### src/rtl/video_scaler_pkg.sv
// -----------------------------------------------------------------------------
// video_scaler_pkg
// Shared definitions for the 2:1 video half scaler:
//   - RGB565 field widths and positions
//   - pair_sum_t: per-channel sum of two horizontally adjacent pixels (19 bits)
//   - scaler_state_e: line-tracking FSM states
//   - pair_sum / box_avg helpers used by the averaging filter
// -----------------------------------------------------------------------------
package video_scaler_pkg;

    localparam int RGB_W  = 16;
    localparam int R_W    = 5;
    localparam int G_W    = 6;
    localparam int B_W    = 5;
    localparam int R_LSB  = G_W + B_W;
    localparam int G_LSB  = B_W;
    localparam int PAIR_W = (R_W + 1) + (G_W + 1) + (B_W + 1);

    typedef logic [RGB_W-1:0] rgb565_t;

    // Each field is one bit wider than its channel so two samples never overflow.
    typedef struct packed {
        logic [R_W:0] r;
        logic [G_W:0] g;
        logic [B_W:0] b;
    } pair_sum_t;

    typedef enum logic [1:0] {
        WAIT_FS   = 2'd0,
        EVEN_LINE = 2'd1,
        ODD_LINE  = 2'd2
    } scaler_state_e;

    function automatic pair_sum_t pair_sum(input rgb565_t a, input rgb565_t b);
        pair_sum_t s;
        s.r = {1'b0, a[R_LSB +: R_W]} + {1'b0, b[R_LSB +: R_W]};
        s.g = {1'b0, a[G_LSB +: G_W]} + {1'b0, b[G_LSB +: G_W]};
        s.b = {1'b0, a[0 +: B_W]}     + {1'b0, b[0 +: B_W]};
        return s;
    endfunction

    // Sum of four samples per channel, divided by four with truncation.
    function automatic rgb565_t box_avg(input pair_sum_t top, input rgb565_t a,
                                        input rgb565_t b);
        logic [R_W+1:0] rs;
        logic [G_W+1:0] gs;
        logic [B_W+1:0] bs;
        rs = {1'b0, top.r} + {2'b00, a[R_LSB +: R_W]} + {2'b00, b[R_LSB +: R_W]};
        gs = {1'b0, top.g} + {2'b00, a[G_LSB +: G_W]} + {2'b00, b[G_LSB +: G_W]};
        bs = {1'b0, top.b} + {2'b00, a[0 +: B_W]}     + {2'b00, b[0 +: B_W]};
        return {R_W'(rs >> 2), G_W'(gs >> 2), B_W'(bs >> 2)};
    endfunction

endpackage

### src/rtl/scaler_line_ram.sv
// -----------------------------------------------------------------------------
// scaler_line_ram
// Simple dual-port line buffer: one write port, one read port, registered read
// (data appears the cycle after rd_en). rd_data holds while rd_en is low.
// Contents are not reset.
// Ports:
//   clk      - clock
//   wr_en    - write strobe
//   wr_addr  - write address
//   wr_data  - write data
//   rd_en    - read strobe
//   rd_addr  - read address
//   rd_data  - registered read data
// -----------------------------------------------------------------------------
module scaler_line_ram #(
    parameter int DEPTH = 512,
    parameter int WIDTH = 19,
    parameter int AW    = (DEPTH > 1) ? $clog2(DEPTH) : 1
) (
    input  logic             clk,
    input  logic             wr_en,
    input  logic [AW-1:0]    wr_addr,
    input  logic [WIDTH-1:0] wr_data,
    input  logic             rd_en,
    input  logic [AW-1:0]    rd_addr,
    output logic [WIDTH-1:0] rd_data
);

    logic [WIDTH-1:0] mem [DEPTH];

    always_ff @(posedge clk) begin
        if (wr_en) begin
            mem[wr_addr] <= wr_data;
        end
        if (rd_en) begin
            rd_data <= mem[rd_addr];
        end
    end

endmodule

### src/rtl/video_half_scaler.sv
// -----------------------------------------------------------------------------
// video_half_scaler
// Scales an IN_XSIZE x IN_YSIZE RGB565 frame down 2:1 in both axes.
// Build option SCALER_AVG_EN:
//   defined   - 2x2 box average; even lines store horizontal pair sums in a
//               line buffer (scaler_line_ram), odd lines combine them.
//   undefined - pure decimation: the pixel at (odd x, odd y) is passed out and
//               no line buffer is built.
// Ports:
//   vid_clk  - the only clock (rising edge)
//   vid_rst  - synchronous active-high reset
//   i_vs     - frame sync, rising edge starts a frame
//   i_de     - input data enable, one pixel per cycle while high
//   i_data   - input pixel (RGB565)
//   o_vs     - i_vs delayed one cycle
//   o_de     - one-cycle strobe per output pixel
//   o_data   - output pixel, valid with o_de
// Handshake: none; input is a free-running video stream (no backpressure),
// output is a write strobe o_de qualified data o_data.
// The FSM state is held in fsm_state for external checkers.
// -----------------------------------------------------------------------------
module video_half_scaler
    import video_scaler_pkg::*;
#(
    parameter int IN_XSIZE       = 1024,
    parameter int IN_YSIZE       = 768,
    parameter int VID_DATA_WIDTH = 16
) (
    input  logic                      vid_clk,
    input  logic                      vid_rst,
    input  logic                      i_vs,
    input  logic                      i_de,
    input  logic [VID_DATA_WIDTH-1:0] i_data,
    output logic                      o_vs,
    output logic                      o_de,
    output logic [VID_DATA_WIDTH-1:0] o_data
);

    localparam int XW         = $clog2(IN_XSIZE + 1);
    localparam int YW         = $clog2(IN_YSIZE + 1);
    localparam int LINE_DEPTH = IN_XSIZE / 2;
    localparam int AW         = (LINE_DEPTH > 1) ? $clog2(LINE_DEPTH) : 1;

    localparam logic [XW-1:0] X_LIMIT = XW'(IN_XSIZE);
    localparam logic [YW-1:0] Y_LIMIT = YW'(IN_YSIZE);

    scaler_state_e fsm_state;
    scaler_state_e fsm_next;

    logic          vs_d;
    logic          de_d;
    logic [XW-1:0] x;
    logic [YW-1:0] y;

    logic          vs_rise;
    logic          de_fall;
    logic          pix_ok;
    logic          out_fire;
    rgb565_t       out_pix;

    assign vs_rise = i_vs & ~vs_d;
    assign de_fall = ~i_de & de_d;

    // A pixel takes part only inside the active window of a started frame.
    // A pixel coinciding with a new frame sync is dropped: counters restart.
    assign pix_ok = (fsm_state != WAIT_FS) && !vs_rise && i_de &&
                    (x < X_LIMIT) && (y < Y_LIMIT);

    // The second pixel of each pair on an odd line produces one output.
    assign out_fire = pix_ok && (fsm_state == ODD_LINE) && x[0];

    // ---------------------------------------------------------------- FSM
    always_ff @(posedge vid_clk) begin
        if (vid_rst) begin
            fsm_state <= WAIT_FS;
        end else begin
            fsm_state <= fsm_next;
        end
    end

    always_comb begin
        fsm_next = fsm_state;
        if (vs_rise) begin
            fsm_next = EVEN_LINE;
        end else if (de_fall) begin
            case (fsm_state)
                EVEN_LINE: fsm_next = ODD_LINE;
                ODD_LINE:  fsm_next = EVEN_LINE;
                default:   fsm_next = fsm_state;
            endcase
        end
    end

    // ------------------------------------------------------ edge detection
    // vs_d resets high so a sync already high when reset releases is not
    // mistaken for a new frame start.
    always_ff @(posedge vid_clk) begin
        if (vid_rst) begin
            vs_d <= 1'b1;
            de_d <= 1'b0;
        end else begin
            vs_d <= i_vs;
            de_d <= i_de;
        end
    end

    // ------------------------------------------------------------ counters
    // Both counters saturate at their limit so overlong lines and extra
    // lines cannot wrap back into the active window.
    always_ff @(posedge vid_clk) begin
        if (vid_rst) begin
            x <= '0;
            y <= '0;
        end else if (vs_rise) begin
            x <= '0;
            y <= '0;
        end else if (fsm_state != WAIT_FS) begin
            if (de_fall) begin
                x <= '0;
                if (y != Y_LIMIT) begin
                    y <= y + 1'b1;
                end
            end else if (i_de && (x != X_LIMIT)) begin
                x <= x + 1'b1;
            end
        end
    end

    // ------------------------------------------------------------ datapath
`ifdef SCALER_AVG_EN
    logic              wr_fire;
    logic              rd_fire;
    logic [AW-1:0]     pair_addr;
    logic [PAIR_W-1:0] wr_word;
    logic [PAIR_W-1:0] rd_word;
    rgb565_t           first_pix;

    // Even lines write the pair sum when the second pixel arrives; odd lines
    // fetch the matching sum on the first pixel so it is ready one cycle later.
    assign wr_fire   = pix_ok && (fsm_state == EVEN_LINE) && x[0];
    assign rd_fire   = pix_ok && (fsm_state == ODD_LINE) && !x[0];
    assign pair_addr = AW'(x >> 1);
    assign wr_word   = pair_sum(first_pix, i_data);
    assign out_pix   = box_avg(pair_sum_t'(rd_word), first_pix, i_data);

    // Holds the even-x pixel of the current pair on either line type.
    always_ff @(posedge vid_clk) begin
        if (pix_ok && !x[0]) begin
            first_pix <= i_data;
        end
    end

    scaler_line_ram #(
        .DEPTH (LINE_DEPTH),
        .WIDTH (PAIR_W),
        .AW    (AW)
    ) u_line_ram (
        .clk     (vid_clk),
        .wr_en   (wr_fire),
        .wr_addr (pair_addr),
        .wr_data (wr_word),
        .rd_en   (rd_fire),
        .rd_addr (pair_addr),
        .rd_data (rd_word)
    );
`else
    assign out_pix = i_data;
`endif

    // -------------------------------------------------------------- outputs
    always_ff @(posedge vid_clk) begin
        if (vid_rst) begin
            o_vs   <= 1'b0;
            o_de   <= 1'b0;
            o_data <= '0;
        end else begin
            o_vs <= i_vs;
            o_de <= out_fire;
            if (out_fire) begin
                o_data <= out_pix;
            end
        end
    end

endmodule
### config.mk
export PLATFORM = sky130hd
export DESIGN_NAME = video_half_scaler
export DESIGN_NICKNAME = d
export VERILOG_FILES = /design/src/rtl/video_scaler_pkg.sv /design/src/rtl/scaler_line_ram.sv /design/src/rtl/video_half_scaler.sv
export SDC_FILE = /design/constraint.sdc
export NUM_CORES = 1
export LEC_CHECK = 0
export CORE_AREA = 2 2 71 73
export CTS_BUF_LIST = sky130_fd_sc_hd__clkbuf_4
export DETAILED_ROUTE_END_ITERATION = 6
export DIE_AREA = 0 0 73 75
export GPL_ROUTABILITY_DRIVEN = 0
export GPL_TIMING_DRIVEN = 0
export PLACE_DENSITY = 0.7
export SLEW_MARGIN = 20
export SYNTH_ARGS = -nofsm -noshare
export SYNTH_HDL_FRONTEND = slang
export SYNTH_SLANG_ARGS = --single-unit
export TNS_END_PERCENT = 5
### constraint.sdc
create_clock -name vid_clk -period 1.7 [get_ports vid_clk]
set_clock_uncertainty 0.05 [all_clocks]
set_input_delay 0.255 -clock vid_clk [delete_from_list [all_inputs] [get_ports vid_clk]]
set_output_delay 0.255 -clock vid_clk [all_outputs]
set_load 0.02 [all_outputs]
==> Word level (Yosys, flattened, before mapping) <==
Index checks and enable logic that the tools add are counted.
{ "word_totals": {"word_cells": 44, "n_memories": 0, "ram_bits": 0, "regBits": 43, "in_bits": 20, "romBits": 0, "latch_bits": 0} }
{ "op_classes": {"n_bitwise": 4, "muxes": 5, "n_reduce_logical": 18, "addsub": 2, "order_cmp": 2, "n_eq_ne": 4, "n_div": 0, "n_mul": 0, "n_shift": 0} }
{ "ops": {"columns": ["cell", "n"], "rows": [
  ["$mux 11", 2],
  ["$add 11x1->11 const B", 1],
  ["$lt 11x11->1 const B", 1],
  ["$ne 11x11->1 const B", 1],
  ["$add 10x1->10 const B", 1],
  ["$lt 10x10->1 const B", 1],
  ["$ne 10x10->1 const B", 1],
  ["$reduce_bool 2->1", 4],
  ["$logic_and 1x1->1", 7],
  ["$reduce_and 2->1", 3],
  ["$pmux 2 s2", 1],
  ["$reduce_and 3->1", 1],
  ["$reduce_bool 3->1", 1],
  ["$and 1x1->1", 2],
  ["$eq 2x1->1 const B", 1],
  ["$eq 2x2->1 const B", 1],
  ["$mux 1", 2],
  ["$not 1->1", 2],
  ["$reduce_or 2->1", 1],
  ["$logic_not 1->1", 1]
]} }

==> Longest topological paths before layout <==
Gate-level depths: netlist of the first run.
{ "logic_depth": {"word_depth": 9, "ltp_mapped": 8, "ltp_nobuf": 6} }

==> Worst setup path after synthesis of the first run <==
Ideal clock, no wire load.
{ "synth_path": {"kind": "reg-to-reg", "startpoint": "register fsm_state[0]", "endpoint": "register o_data[0]", "path_buffers": 2, "arrival_time_ns": 1.626, "setup_slack_ns": -0.104, "period_less_slack_ns": 1.804, "setup_time_ns": 0.128, "path_stages_with_launch": 9, "cell_sequence": "dfxtp_1 > inv_1 > ha_1 > nand2b_1 > nor4_1 > buf_4 > buf_6 > mux2i_1 > nor2_1"} }
{ "synth_via": {"elab_chain_cells": 7, "word_cells_on_any_way": 8, "cone_classes": "1 x eq/ne; 7 x reduce/logical"} }
{ "synth_lines": {"columns": ["item", "line", "source"], "rows": [
  ["from (decl)", "video_half_scaler.sv:47", "scaler_state_e fsm_state;"],
  ["from (signal assigned)", "video_half_scaler.sv:77", "fsm_state <= fsm_next;"],
  ["$reduce_bool 2->1", "video_half_scaler.sv:66", "assign pix_ok = (fsm_state != WAIT_FS) && !vs_rise && i_de &&"],
  ["$logic_and 1x1->1 (3 in series)", "video_half_scaler.sv:66", null],
  ["$logic_and 1x1->1", "video_half_scaler.sv:67", "(x < X_LIMIT) && (y < Y_LIMIT);"],
  ["$logic_and 1x1->1 (*) (2 in series)", "video_half_scaler.sv:70", "assign out_fire = pix_ok && (fsm_state == ODD_LINE) && x[0];"],
  ["to (signal assigned)", "video_half_scaler.sv:180", "o_data <= out_pix;"],
  ["to (decl)", "video_half_scaler.sv:36", "output logic [VID_DATA_WIDTH-1:0] o_data"]
]} }
Mark *: on every way between the ends. The rest lies on a longest branch, timed or not.
A chain may end at the register's enable or synchronous reset.

==> Worst setup path in the final report of the first run <==
{ "layout_path": {"startpoint": "input port i_de", "endpoint": "register y[3]"} }
{ "layout_via": {"elab_chain_cells": 3} }
{ "layout_lines": {"columns": ["item", "line", "source"], "rows": [
  ["from (decl)", "video_half_scaler.sv:32", "input logic i_de,"],
  ["$not 1->1", "video_half_scaler.sv:62", "assign de_fall = ~i_de & de_d;"],
  ["$and 1x1->1", "video_half_scaler.sv:62", null],
  ["$reduce_and 3->1 (no line)", null, null],
  ["to (signal assigned)", "video_half_scaler.sv:121", "y <= y + 1'b1;"],
  ["to (decl)", "video_half_scaler.sv:53", "logic [YW-1:0] y;"]
]} }
Every way passes these cells.

==> flow_summary_export.csv, run 1 <==
group,metric,value,unit
synthesis,avgSynthCellArea,9.181,sq um
clock_tree,cts.htree.levels,2,
synthesis,yosysTopAreaCell,"dfxtp_1",
worst_hold_path,hold_depth,2,
synthesis,synth_flop_cell,"dfxtp_1",
timing,setup_viol,23,
die,dieArea,0.005475,sq mm
synthesis,netlist_area,0.001983,sq mm
placed_design,place_inst,307,
power_and_ir_drop,vdd_drop_max,0.0005072,V
timing,worstMarginPinSlew,0.4662,ns
critical_path,path_buf_inv,1,
die,fp.dieH,75,microns
final_layout,synthToLayoutAreaGrowth,33.19,%
timing,layout_setup_ws,-0.08418,ns
die,top_level_ports,38,
synthesis,yosys-top-cells-area,"dfxtp_1 43%, mux2i_1 9.1%, nor2_1 5.9%",
global_routing,gr-total-overflow,0,
clock_tree,clk_pin_slew,0.13,ns
clock_tree,cts.sinks,43,
power_and_ir_drop,p_leak,0.0009209,uW
drt,drtIter0Drc,83,
synthesis,synth_edf_count,0,
placed_design,dp_hpwl,2965,microns
timing,setup-tns-final,-0.8188,ns
clock_tree,ctsHoldBuffers,0,
die,row_count,25,
timing,rsz0062_at_grt,"true",
synthesis,ys_warn_count,0,
critical_path,startpoint_type,"input port",
synthesis,yosysTopAreaCellShare,43.41,%
power_and_ir_drop,power_density,631.8,mW/mm^2
synthesis,ys_async_sr_fraction,0,%
synthesis,syn-instance-count,216,
worst_hold_path,min_path_type,"input port to register",
timing,max_clock_freq,0.5605,GHz
global_routing,grt_antenna_before_repair,0,
synthesis,syn_nets,243,
final_layout,antenna_cells,0,
final_layout,drive_gt1_share,14.13,%
synthesis,yosysSeqAreaShare,43.41,%
critical_path,crit_fanout,9,
critical_path,rr_worst_depth,6,
final_layout,fin_cells,323,
global_routing,grt_usage,15.83,%
final_layout,fillers,429,
drt,drc,0,
critical_path,rr_startpoint,"fsm_state[1]$_SDFFE_PP0P_",
global_routing,grt_max_degree,14,
drt,wl_per_cell,13.39,microns
die,die_w,73,microns
status,status,"complete, but fails checks",
drt,wl,4325,microns
status,violations,"setup timing",
drt,firstDrtPassIters,4,
timing,hold_viol,0,
drt,drt.antenna.violating_nets,0,
synthesis,yosysMostFrequentCell,"dfxtp_1",
critical_path,crit_type,"input port to register",
synthesis,synth_cell_type_count,40,
critical_path,crit_family,"simple AND/OR/NAND/NOR gates",
clock_tree,clock_latency,0.35,ns
critical_path,required,1.93,ns
timing,timing.final.max_slew_violations,0,
die,core_area,0.004661,sq mm
timing,relSlewSlack,68.92,%
drt,vias_per_cell,5.350,
clock_tree,clock_path_buffers,2,
timing,post-route-period-util,105.0,%
placed_design,numPortBuffers,37,
critical_path,cp_cell_sequence,"clkdlybuf4s50_1 > or3b_4 > a31oi_4 > or3b_1 > a21oi_1",
critical_path,critPathArrivalTime,2.01,ns
clock_tree,numCtsBuffers,5,
clock_tree,root_buffer,"clkbuf_4",
drt,via_count,1728,
job,cap_violations,0,
worst_hold_path,hp-start,"i_vs",
global_routing,grt_pass1_wl,6768,microns
synthesis,synthTopCellsByCount,"43 x dfxtp_1, 31 x nor2_1, 18 x mux2i_1",
critical_path,end_kind,"register",
synthesis,synth-seq-cells,43,
critical_path,r2r-end,"y[3]$_SDFFE_PP0P_",
placed_design,preCtsSetupSlack,-0.6524,ns
critical_path,regToRegSetupSlack,-0.08,ns
critical_path,slowest_stage,"clkdlybuf4s50_1",
global_routing,grt_pass1_vias,1512,
critical_path,slowest_delay,0.60,ns
die,start_util,42.55,%
clock_tree,cts_tree,"done",
timing,period_minus_slack,1.784,ns
worst_hold_path,min_to,"o_vs$_SDFF_PP0_",
final_layout,final_nets,295,
[cell families (layout without fill, tap and decap cells)]
group / Yosys count / count (layout) / synth area share (%)
AND/OR/NAND/NOR: 91 / 91 / 24.48
XOR/XNOR: 6 / 6 / 2.650
AO/OA/AOI/OAI: 37 / 37 / 12.74
buffers and inverters: 14 / 67 / 3.218
adder cells (fa/ha/maj): 7 / 7 / 4.416
flip-flops: 43 / 43 / 43.41
multiplexers: 18 / 18 / 9.085
[layout by cell type, fill, tap and decap left out, drive strengths merged, types with 8 or more instances in the layout]
| master | Yosys | final |
|---|---|---|
| a21oi | 10 | 10 |
| buf | 2 | 11 |
| clkbuf | 6 | 11 |
| clkdlybuf4s50 | 0 | 36 |
| dfxtp | 43 | 43 |
| mux2i | 18 | 18 |
| nand2 | 12 | 12 |
| nand3 | 8 | 8 |
| nor2 | 31 | 31 |
| o21ai | 10 | 10 |
[final cells by class]
class	instances	area (sq um)	area share, %
clock buffer	6	45.04	1.705
clock inverter	2	12.51	0.4737
buffer	7	48.80	1.847
multi-input combinational	159	1124	42.54
sequential	43	868.3	32.88
tap	54	67.56	2.558
inverter	6	22.52	0.8527
timing repair buffer	46	452.9	17.15
[registers in the layout, indices dropped and copies added (netlist names)]
name	cells
vs_d	1
fsm_state	2
o_de	1
o_vs	1
de_d	1
y	10
x	11
o_data	16
[repair_timing]
action	in CTS	in global routing
endpoints found under the setup margin	37	39
pin swaps	2	1
buffers inserted	1	8
resized for setup	9	11
[how the worst max path moves through the flow]
stage / start / to / cells past startpoint
final: i_de / y[3]$_SDFFE_PP0P_ / 5
after global routing: x[0]$_SDFFE_PP0P_ / x[7]$_SDFFE_PP0P_ / 6
after CTS: fsm_state[1]$_SDFFE_PP0P_ / y[3]$_SDFFE_PP0P_ / 6
after detailed placement: i_vs / y[1]$_SDFFE_PP0P_ / 6
after global placement: i_vs / y[5]$_SDFFE_PP0P_ / 6
after floorplan: fsm_state[0]$_SDFFE_PP0P_ / y[3]$_SDFFE_PP0P_ / 6
[report_power, final]
part           leakage (uW)  total [uW]  internal [uW]  switching (uW)
Clock             0.0000317         501            176             325
Combinational      0.000540         148           78.1            70.2
Sequential         0.000349        1020           1010            6.03
[layer usage]
layer	global-route usage, %	part of all wire (%)	wire, microns
met5	0	0	0
met4	6.173	0.97	42
met3	5.087	6.6	285
met2	25.53	47	2028
met1	19.77	46	1970
[metrics by stage]
step / power (uW) / hold slack (ns) / cell area [sq um] / util, %
final: 1669 / 0.4435 / 2641 / 56.67
after global routing: 1741 / 0.4452 / 2641 / 56.67
after CTS: 1673 / 0.4320 / 2544 / 54.58
after detailed placement: 1170 / 0.4305 / 2429 / 52.11
after global placement: 1169 / 0.4173 / 2429 / 52.11
after floorplan: 1099 / 0.2766 / 1991 / -
No activity file was read; power rests on OpenSTA's default activity.
==> inputs of run 2 (changes only) <==
--- a/config.mk
+++ b/config.mk
@@ -5,10 +5,10 @@
 export SDC_FILE = /design/constraint.sdc
 export NUM_CORES = 1
 export LEC_CHECK = 0
-export CORE_AREA = 2 2 71 73
+export CORE_AREA = 5 5 74 76
 export CTS_BUF_LIST = sky130_fd_sc_hd__clkbuf_4
 export DETAILED_ROUTE_END_ITERATION = 6
-export DIE_AREA = 0 0 73 75
+export DIE_AREA = 0 0 79 81
 export GPL_ROUTABILITY_DRIVEN = 0
 export GPL_TIMING_DRIVEN = 0
 export PLACE_DENSITY = 0.7
==> run 2 against run 1 <==
Sequential power about the same. Power grew 0.55%. Sequential share of layout area fell by 0.96 points. The flow still finishes with violations (setup timing). First-iteration DRC count increased by 13%. Sequential cell count is the same.
==> flow_summary_export.csv, run 2 (synthesis results as in run 1) <==
group,metric,value,unit
placed_design,dp_hpwl,3209,microns
timing,setup_viol,3,
final_layout,largest_reg_flops,16,
clock_tree,numCtsBuffers,5,
final_layout,stdcell_area,0.002733,sq mm
global_routing,grt_antenna_before_repair,0,
final_layout,regMostFlops,"o_data",
timing,period_minus_slack,1.753,ns
global_routing,grt_pass1_vias,1633,
timing,relSlewSlack,66.99,%
timing,layout_setup_ws,-0.05291,ns
placed_design,numPortBuffers,37,
final_layout,fin_cells,325,
clock_tree,clock_latency,0.36,ns
final_layout,antenna_cells,0,
final_layout,fillers,421,
status,status,"complete, but fails checks",
critical_path,crit_fanout,4,
die,row_count,25,
timing,max_clock_freq,0.5705,GHz
clock_tree,clk_pin_slew,0.13,ns
drt,wl_per_cell,15.09,microns
final_layout,final_cell_mix,"38 x dfxtp_1, 35 x clkdlybuf4s50_1, 30 x nor2_1",
final_layout,synthToLayoutAreaGrowth,37.79,%
die,core_area,0.004661,sq mm
critical_path,end_kind,"register",
timing,worstMarginPinSlew,0.4952,ns
timing,holdWs,0.4453,ns
clock_tree,ctsHoldBuffers,0,
drt,drc,0,
clock_tree,cts_tree,"done",
power_and_ir_drop,p_leak,0.0009414,uW
global_routing,grt_max_degree,15,
timing,timing.final.max_slew_violations,0,
final_layout,drive_gt1_share,16.97,%
final_layout,layout_commonest_cell,"dfxtp_1",
timing,rsz0062_at_grt,"true",
clock_tree,cts.sinks,43,
power_and_ir_drop,vdd_drop_max,0.0004655,V
clock_tree,cts.htree.levels,2,
status,violations,"setup timing",
placed_design,place_inst,307,
global_routing,grt_usage,15.20,%
power_and_ir_drop,power_density,614.0,mW/mm^2
final_layout,top_regs,"o_data (16), x (11), y (10)",
drt,drtIter0Drc,94,
drt,firstDrtPassIters,4,
clock_tree,clock_path_buffers,2,
die,start_util,42.55,%
drt,vias_per_cell,5.532,
drt,via_count,1798,
critical_path,critPathArrivalTime,2.00,ns
clock_tree,root_buffer,"clkbuf_4",
drt,dr_wl_met2,2500,microns
die,fp.dieH,81,microns
die,dieArea,0.006399,sq mm
timing,post-route-period-util,103.1,%
drt,highest_layer,"met4",
critical_path,crit_type,"register to register",
placed_design,dpl_cell_area,0.002429,sq mm
critical_path,required,1.95,ns
timing,hold_viol,0,
die,top_level_ports,38,
global_routing,gr-total-overflow,0,
drt,wl_met3,312,microns
worst_hold_path,min_path_type,"input port to register",
die,die_w,79,microns
job,cap_violations,0,
drt,wl,4905,microns
drt,met1_length,2032,microns
global_routing,grt_pass1_wl,7790,microns
final_layout,final_nets,297,
critical_path,startpoint_type,"register",
drt,drt.antenna.violating_nets,0,
[run 2: critical path: stages (launching register included)]
cell and delay [ns]:
dfxtp_4 0.38, inv_4 0.05, ha_4 0.16, or3b_4 0.39, a31oi_4 0.15, or3b_1 0.36
a21oi_1 0.15
[run 2: where the power goes]
group,total [uW],switching (uW),internal (uW)
Combinational,158,76.1,81.4
Sequential,1020,6.01,1010
Clock,502,344,158
[run 2: final timing paths]
kind / from / endpoint / slack (ns) / cells after the start
setup / recovery: fsm_state[0]$_SDFFE_PP0P_ / y[3]$_SDFFE_PP0P_ / -0.05 / 6
hold / removal: i_vs / o_vs$_SDFF_PP0_ / 0.45 / 2
setup reg to reg: fsm_state[0]$_SDFFE_PP0P_ / y[3]$_SDFFE_PP0P_ / -0.05 / 6
hold reg to reg: y[9]$_SDFFE_PP0P_ / y[9]$_SDFFE_PP0P_ / 0.45 / 2
[run 2: routing by layer]
| metal | global-route usage, % | vias up |
|---|---|---|
| met5 | 0 | - |
| met4 | 5.155 | 0 |
| met3 | 4.102 | 5 |
| met2 | 26.09 | 58 |
| met1 | 18.45 | 852 |
| li1 | - | 883 |
[run 2: area by class of cell]
type | instances | area [sq um] | share of cell area [%]
buffer | 6 | 42.54 | 1.557
clock buffer | 5 | 37.54 | 1.374
timing repair buffer | 49 | 491.7 | 17.99
multi-input combinational | 159 | 1176 | 43.04
sequential | 43 | 872.1 | 31.91
clock inverter | 3 | 20.02 | 0.7326
tap | 54 | 67.56 | 2.473
inverter | 6 | 25.02 | 0.9158
[run 2: repair_timing]
action                                  CTS  global route
gates cloned                              0             1
pin swaps                                 3             5
buffers inserted                          4             7
gates resized for setup                  18            12
endpoints found under the setup margin   37            32
[run 2: stage by stage]
step                      util (%)  power [uW]  setup slack (ns)  setup TNS [ns]
final                        58.63        1678          -0.05291        -0.09487
after global routing         58.63        1754           -0.1109          -2.020
after CTS                    55.76        1682          -0.05678         -0.3919
after detailed placement     52.11        1171           -0.6454          -17.17
after global placement       52.11        1169           -0.6131          -15.87
after floorplan                  -        1099          -0.01562        -0.01562
